==> src/rtl/color_pkg.sv <==
// Shared types and constants for the color vector encoder.
// Optional feature macro: COLOR_ENC_NEAREST_EN (nearest-palette quantization).
package color_pkg;

    // A palette code selects one of the four palette entries
    typedef logic [1:0] code_t;

    // Number of palette codes packed into one output vector
    localparam int SLOT_COUNT = 4;

    // Default palette, indexed by code 2'b00 .. 2'b11
    localparam logic [11:0] COLOR1_DEFAULT = 12'hF00;
    localparam logic [11:0] COLOR2_DEFAULT = 12'h0F0;
    localparam logic [11:0] COLOR3_DEFAULT = 12'h00F;
    localparam logic [11:0] COLOR4_DEFAULT = 12'hFF0;

    // Packer states: collecting colors, or presenting a finished vector
    typedef enum logic {
        FILL = 1'b0,
        HOLD = 1'b1
    } state_t;

endpackage

==> src/rtl/color_quantizer.sv <==
// Combinational 12-bit color to 2-bit palette code mapper.
// Default: exact match only, unmatched colors give code 2'b00 and flag unknown.
// With COLOR_ENC_NEAREST_EN defined: nearest entry by Manhattan distance,
// ties resolved toward the lowest code, unknown never raised.
module color_quantizer
    import color_pkg::*;
#(
    parameter logic [11:0] COLOR1 = COLOR1_DEFAULT,
    parameter logic [11:0] COLOR2 = COLOR2_DEFAULT,
    parameter logic [11:0] COLOR3 = COLOR3_DEFAULT,
    parameter logic [11:0] COLOR4 = COLOR4_DEFAULT
) (
    input  logic [11:0] i_color,
    output code_t       o_code,
    output logic        o_unknown
);

`ifdef COLOR_ENC_NEAREST_EN
    logic [5:0] w_dist [SLOT_COUNT];

    // Sum of per-channel absolute differences, at most 45
    function automatic logic [5:0] colorDistance(input logic [11:0] a, input logic [11:0] b);
        logic [3:0] dr;
        logic [3:0] dg;
        logic [3:0] db;
        dr = (a[11:8] > b[11:8]) ? (a[11:8] - b[11:8]) : (b[11:8] - a[11:8]);
        dg = (a[7:4]  > b[7:4])  ? (a[7:4]  - b[7:4])  : (b[7:4]  - a[7:4]);
        db = (a[3:0]  > b[3:0])  ? (a[3:0]  - b[3:0])  : (b[3:0]  - a[3:0]);
        return {2'b00, dr} + {2'b00, dg} + {2'b00, db};
    endfunction

    assign w_dist[0] = colorDistance(i_color, COLOR1);
    assign w_dist[1] = colorDistance(i_color, COLOR2);
    assign w_dist[2] = colorDistance(i_color, COLOR3);
    assign w_dist[3] = colorDistance(i_color, COLOR4);

    // Pick the closest entry; strict less-than keeps the lowest code on ties
    always_comb begin
        logic [5:0] best;
        best      = w_dist[0];
        o_code    = 2'b00;
        o_unknown = 1'b0;
        for (int i = 1; i < SLOT_COUNT; i++) begin
            if (w_dist[i] < best) begin
                best   = w_dist[i];
                o_code = code_t'(i);
            end
        end
    end
`else
    // Exact compare in code order so a duplicated palette entry maps to the lowest code
    always_comb begin
        o_code    = 2'b00;
        o_unknown = 1'b0;
        if (i_color == COLOR1) begin
            o_code = 2'b00;
        end else if (i_color == COLOR2) begin
            o_code = 2'b01;
        end else if (i_color == COLOR3) begin
            o_code = 2'b10;
        end else if (i_color == COLOR4) begin
            o_code = 2'b11;
        end else begin
            o_unknown = 1'b1;
        end
    end
`endif

endmodule

==> src/rtl/color_encoder.sv <==
// Packs a handshaked stream of 12-bit colors into 8-bit vectors of four
// 2-bit palette codes, with partial-vector flush and a sticky unknown flag.
// Optional feature macro: COLOR_ENC_NEAREST_EN (see color_quantizer).
module color_encoder
    import color_pkg::*;
#(
    parameter logic [11:0] COLOR1 = COLOR1_DEFAULT,
    parameter logic [11:0] COLOR2 = COLOR2_DEFAULT,
    parameter logic [11:0] COLOR3 = COLOR3_DEFAULT,
    parameter logic [11:0] COLOR4 = COLOR4_DEFAULT
) (
    input  logic        clk,
    input  logic        rst,
    input  logic [11:0] color_in,
    input  logic        in_valid,
    output logic        in_ready,
    input  logic        flush,
    output logic [7:0]  color_vec,
    output logic [2:0]  out_count,
    output logic        out_valid,
    input  logic        out_ready,
    output logic        err_unknown,
    input  logic        err_clr
);

    state_t     r_state;
    logic [2:0] r_count;
    logic [7:0] r_slots;
    logic [2:0] r_outCount;
    logic       r_outValid;
    logic       r_err;

    code_t      w_code;
    logic       w_unknown;
    logic       w_accept;
    logic [2:0] w_slotBase;
    logic [2:0] w_nextCount;

    color_quantizer #(
        .COLOR1 (COLOR1),
        .COLOR2 (COLOR2),
        .COLOR3 (COLOR3),
        .COLOR4 (COLOR4)
    ) u_quantizer (
        .i_color   (color_in),
        .o_code    (w_code),
        .o_unknown (w_unknown)
    );

    assign in_ready    = ~rst & (r_state == FILL);
    assign w_accept    = in_valid & (r_state == FILL);
    assign w_slotBase  = {r_count[1:0], 1'b0};
    assign w_nextCount = r_count + 3'(w_accept);

    // Packer FSM: fill slots in order, then hold the vector until downstream takes it
    always_ff @(posedge clk or posedge rst) begin
        if (rst) begin
            r_state    <= FILL;
            r_count    <= 3'd0;
            r_slots    <= 8'h00;
            r_outCount <= 3'd0;
            r_outValid <= 1'b0;
        end else begin
            case (r_state)
                FILL: begin
                    if (w_accept) begin
                        r_slots[w_slotBase +: 2] <= w_code;
                    end
                    if ((w_nextCount == 3'(SLOT_COUNT)) || (flush && (w_nextCount != 3'd0))) begin
                        r_state    <= HOLD;
                        r_outCount <= w_nextCount;
                        r_outValid <= 1'b1;
                    end
                    r_count <= w_nextCount;
                end
                HOLD: begin
                    if (out_ready) begin
                        r_state    <= FILL;
                        r_count    <= 3'd0;
                        r_slots    <= 8'h00;
                        r_outCount <= 3'd0;
                        r_outValid <= 1'b0;
                    end
                end
                default: begin
                    r_state <= FILL;
                end
            endcase
        end
    end

`ifdef COLOR_ENC_NEAREST_EN
    assign r_err = 1'b0;
`else
    // Sticky unknown-color flag; a new unknown on the clearing edge wins
    always_ff @(posedge clk or posedge rst) begin
        if (rst) begin
            r_err <= 1'b0;
        end else if (w_accept && w_unknown) begin
            r_err <= 1'b1;
        end else if (err_clr) begin
            r_err <= 1'b0;
        end
    end
`endif

    assign color_vec   = r_slots;
    assign out_count   = r_outCount;
    assign out_valid   = r_outValid;
    assign err_unknown = r_err;

endmodule

==> config.mk <==
export PLATFORM = sky130hd
export DESIGN_NAME = color_encoder
export DESIGN_NICKNAME = d
export VERILOG_FILES = /design/src/rtl/color_pkg.sv /design/src/rtl/color_quantizer.sv /design/src/rtl/color_encoder.sv
export SDC_FILE = /design/constraint.sdc
export NUM_CORES = 1
export LEC_CHECK = 0
export BUFFER_PORTS_ARGS = -buffer_cell sky130_fd_sc_hd__buf_2
export CORE_MARGIN = 8
export CORE_UTILIZATION = 30
export DETAILED_ROUTE_END_ITERATION = 16
export GPL_ROUTABILITY_DRIVEN = 0
export PLACE_DENSITY = 0.56
export SYNTH_ARGS = -nofsm -noshare
export SYNTH_HDL_FRONTEND = slang
export SYNTH_HIERARCHICAL = 1
export SYNTH_SLANG_ARGS = --single-unit
==> constraint.sdc <==
create_clock -name clk -period 4.7 [get_ports clk]
set_clock_uncertainty 0.05 [all_clocks]
set_input_delay 0.94 -clock clk [delete_from_list [all_inputs] [get_ports clk]]
set_output_delay 0.94 -clock clk [all_outputs]
set_load 0.01 [all_outputs]
Word-level counts from Yosys, hierarchy flattened
Index checks and enable logic that the tools add are counted.

storage, ports and cells
  word-level logic and storage cells = 53
  bits in registers = 17
  input bits = 18

operators by class
  add/sub/neg operators = 2
  reduce and logical (&&, ||, !) cells = 7
  shifts and indexed selects = 2
  muxes and demuxes = 24
  bitwise operators = 4
  eq/ne operators = 8

operator list
  cell                                                  count
  equality test 12 bit, second input constant           2
  two-way mux 8 bit                                     2
  one-hot mux 8 bit (2 select lines)                    1
  equality test 12 x 4 -> 1 bit, second input constant  1
  equality test 12 x 8 -> 1 bit, second input constant  1
  one-hot mux 3 bit (2 select lines)                    2
  two-way mux 1 bit                                     10
  bitwise mux 8 bit                                     1
  two-way mux 2 bit                                     4
  variable shift 2 x 5 -> 8 bit, first input constant   1
  indexed part select 2 x 5 -> 8 bit                    1
  two-way mux 3 bit                                     2
  negation 3 -> 5 bit                                   1
  != test 2 bit, second input constant                  2
  one-hot mux 1 bit (2 select lines)                    2
  AND reduction 2 bit                                   2
  adder 3 x 1 -> 3 bit                                  1
  equality test 3 bit, second input constant            1
  nonzero test 3 bit                                    1
  AND 1 bit                                             2
  logical AND 1 bit                                     2
  != test 2 x 1 -> 1 bit, second input constant         1
  NOT 1 bit                                             2
  nonzero test 2 bit                                    1
  logical OR 1 bit                                      1

Logic depth before layout (Yosys ltp)
  depth in word-level cells = 9
  mapped depth = 6
  gate-level depth less buffers = 6

Modules after synthesis
Netlist, hierarchy kept.

modules (own cells, without submodules)
  module           instances  cells an instance  area an instance (µm²)
  color_encoder    1          85                 923.4
  color_quantizer  1          13                 86.3

Least setup slack after synthesis
No wires, ideal clock.

  path type = input port to flip-flop
  start = input color_in[0]
  end = register r_slots[7] (netlist: color_vec[7])
  required time = 4.585 ns
  library setup time = 0.065 ns
  setup slack = 2.231 ns
  path buffers = 0
  arrival time = 2.354 ns
  cell stages on the path = 6
  cell sequence = or4_4 -> or2_1 -> o21bai_1 -> inv_1 -> nor4_1 -> mux2_2

on the way
  cells in the longest elaborated chain, start to end = 9
  elaborated cells between the ends (all ways) = 12

ends and longest elaborated chain
  what                                  line                   source
  start, declared                       color_encoder.sv:14    input logic [11:0] color_in,
  equality test 12 bit                  color_quantizer.sv:61  end else if (i_color == COLOR4) begin
  two-way mux 2 bit                     color_quantizer.sv:61
  two-way mux 2 bit                     color_quantizer.sv:59  end else if (i_color == COLOR3) begin
  two-way mux 2 bit                     color_quantizer.sv:57  end else if (i_color == COLOR2) begin
  two-way mux 2 bit *                   color_quantizer.sv:55  if (i_color == COLOR1) begin
  via w_code[1]                         color_encoder.sv:33    code_t w_code;
  indexed part select 2 x 5 -> 8 bit *  color_encoder.sv:67    r_slots[w_slotBase +: 2] <= w_code;
  bitwise mux 8 bit *                   color_encoder.sv:67
  two-way mux 8 bit *                   color_encoder.sv:66    if (w_accept) begin
  one-hot mux 8 bit (2 select lines) *  color_encoder.sv:64    case (r_state)
  end signal, assigned by index         color_encoder.sv:67
  end, declared                         color_encoder.sv:28    logic [7:0] r_slots;

Mark *: on every way through the listed nets, which the timed path passes. The rest lies on a longest branch. The select of a mux whose other input is x is not followed.
A chain may end at the register's enable or synchronous reset.

Worst setup path after layout
  start = input color_in[8]
  end = register r_slots[7] (netlist: color_vec[7])

The elaborated chain is that of the path after synthesis.

==> reports/metrics.yaml <==
status: "completed"
leakagePower_nw: 0.599
slew_headroom_pct: 56.3
cts_sinks: 17
period_share_pct: 50.9
grt_pass1_wl_mm: 3.84
route.detailed.drc: 0
seq_power_share_pct: 40.2
slew_violations: 0
finalSetupViolCount: 0
numPortBuffers: 31
finalHoldViolCount: 0
drt_wl_total_mm: 2.38
vias_per_cell: 4.86
clkTransAtPathRegs_ps: 100
synth_edf_count: 0
cts_buffer_depth: 2
top_layer: "met4"
setup_tns_ps: 0
cp.arrival_ps: 2580
die_width_um: 74.0
cts_buffers: 3
cp_data_required_time_ps: 4890
fin_crit_ps: 2390
firstDrtPassIters: 4
n_antenna_cell: 0
grt_max_degree: 19
hpwl_mm: 1.87
cp-start-kind: "input port"
syn_nets: 123
overflow: 0
routed-wl-met2_mm: 1.06
rows: 21
grt_setup_unrepaired: "no"
peakVddDrop_v: 0.000106
top_level_ports: 32
cts_tree: "built"
drt-met1-wl_mm: 1.05
drt_iter0_markers: 36
core-area_um2: 3280
worst-path-max-fanout: 3
wl_met3_um: 238
power_switching_w: 0.000222
antenna_found_initial: 0
dieArea_um2: 5480
synth_area_leaders: "dfrtp_1 (42%), ha_1 (8.7%), mux2_2 (3.3%), nand2b_1 (3.1%), o21ai_0 (3.0%)"
hold-path-cell-count: 1
netlist_area_um2: 1010
ctsRootBufferMaster: "clkbuf_4"
max_freq_mhz: 418
yosys_most_used_dff: "dfrtp_1"
maxCapViolCount: 0
synth-seq-cells: 17
clock_power_share_pct: 15.4
drive_above_1_share_pct: 34.1
endpoint_kind: "flop"
p_sw_share_pct: 41.7
r2r_cells: 6
postCtsHoldBufs: 0
final_antenna_net_count: 0
synth_top_area_share_pct: 42.1
cts_resized: 0
hold_path_class: "flop to flop"
htreeDepth: 1
grt_pass1_vias: 872
vias: 865
num-nets-final: 158
p_per_area_nw_per_um2: 429
tightest_slew_ps: 655
die_h_um: 74.0
initial_utilization_pct: 30.7
synthDistinctLibCells: 37
syn_avg_cell_area_um2: 10.3
whs_ps: 451
clkLatencyLatePin_ps: 300
power_frac_comb_pct: 44.4
fillers: 318
post_cts_buffers: 0
async_reset_ff_share_pct: 100
yosysWarnings: 6
grt_util_all_layers_pct: 8.75
p_int_w: 0.000310
areaGrowthSynthToFinish_pct: 23.0
avgRoutedWirePerCell_um: 13.4
netlist_instances: 98
seq_area_frac_synth_pct: 42.1
worstSetupPathType: "input port to flop"
yosys.area.top_type: "dfrtp_1"
## flip-flops by register name, indices dropped and copies added, names as in the netlist
signal       count
color_vec        8
out_count        3
r_count          3
err_unknown      1
out_valid        1
r_state          1
## synth_stat cells (2+ instances only)
cell type / instances
nand2b_1: 5
mux2_2: 3
a21oi_1: 2
nand4_1: 3
ha_1: 7
o22ai_1: 2
o32ai_1: 2
o21ai_0: 6
inv_1: 7
or4_1: 2
nand3_1: 2
dfrtp_1: 17
nor3_1: 3
a21oi_2: 2
a22o_1: 3
o31ai_1: 2
nor2_1: 6
nand2_1: 5
## critical path, stage by stage
cell      delay [ps]
buf_2            100
or4_1            570
nor3_1           270
o21bai_1         200
inv_1             60
nor4_1           240
mux2_2           190
## area by class of cell
class | instances | area, um^2 | area share [%]
inverters | 7 | 26.3 | 2.11
well taps | 46 | 57.6 | 4.63
clock buffers | 3 | 22.5 | 1.81
clock inverters | 1 | 5.00 | 0.403
repair buffers | 31 | 155 | 12.5
flip-flops and latches | 17 | 425 | 34.2
multi-input cells | 73 | 551 | 44.3
## placed cells by master, fill, tap and decap left out, drive strengths merged, types with 2 or more instances in the layout
master / count
nand2: 5
nor4b: 2
o22ai: 2
clkbuf: 3
a22o: 3
o21ai: 6
ha: 7
nand4: 3
nor3: 3
a21oi: 4
nand2b: 5
o31ai: 2
nand3: 2
mux2: 4
buf: 31
or4: 3
dfrtp: 17
o32ai: 2
inv: 7
nor2: 6
## worst paths after layout
| check | endpoint | start | slack (ps) |
|---|---|---|---|
| setup / recovery | color_vec[7]$_DFFE_PP0P_ | color_in[8] | 2310 |
| hold / removal | color_vec[6]$_DFFE_PP0P_ | color_vec[6]$_DFFE_PP0P_ | 450 |
| setup reg to reg | out_count[1]$_DFFE_PP0P_ | r_state$_DFF_PP0_ | 2560 |
| hold reg to reg | color_vec[6]$_DFFE_PP0P_ | color_vec[6]$_DFFE_PP0P_ | 450 |
| max in group asynchronous | color_vec[3]$_DFFE_PP0P_ | rst | 3500 |
| min in group asynchronous | out_valid$_DFFE_PP0P_ | rst | 670 |
## cells by family (layout without fill, tap and decap cells)
group	after synthesis	count (layout)	share of synthesized area (%)
buffers and inverters	8	42	3.35
adder cells (fa/ha/maj)	7	7	8.67
multiplexers	5	5	5.45
flip-flops	17	17	42.1
AND/OR/NAND/NOR	37	37	23.4
AO/OA/AOI/OAI	23	23	16.1
XOR/XNOR	1	1	0.868
## per-layer routing
metal	global-route usage, %	vias to the layer above
li1	-	429
met1	10.7	409
met2	13.7	25
met3	2.29	2
met4	4.66	0
met5	0	-
## per-stage QoR
stage | cells | setup slack [ps] | util (%) | power [W] | area (um^2)
finish | 178 | 2310 | 37.8 | 0.000533 | 1240
global route | 178 | 2140 | 37.8 | 0.000577 | 1240
CTS | 178 | 2320 | 37.8 | 0.000539 | 1240
detailed placement | 174 | 2010 | 37.0 | 0.000454 | 1210
global placement | 174 | 2050 | 37.0 | 0.000449 | 1210
floorplan | 98 | 2230 | - | 0.000388 | 1010
## power groups by stage
stage | logic (W) | clock network [W] | registers, W
global placement | 0.000233 | 0 | 0.000216
floorplan | 0.000177 | 0 | 0.000211
global route | 0.000263 | 0.0000934 | 0.000220
detailed placement | 0.000236 | 0 | 0.000218
finish | 0.000237 | 0.0000820 | 0.000214
CTS | 0.000238 | 0.0000873 | 0.000214
Power figures use the tool's default switching activity.
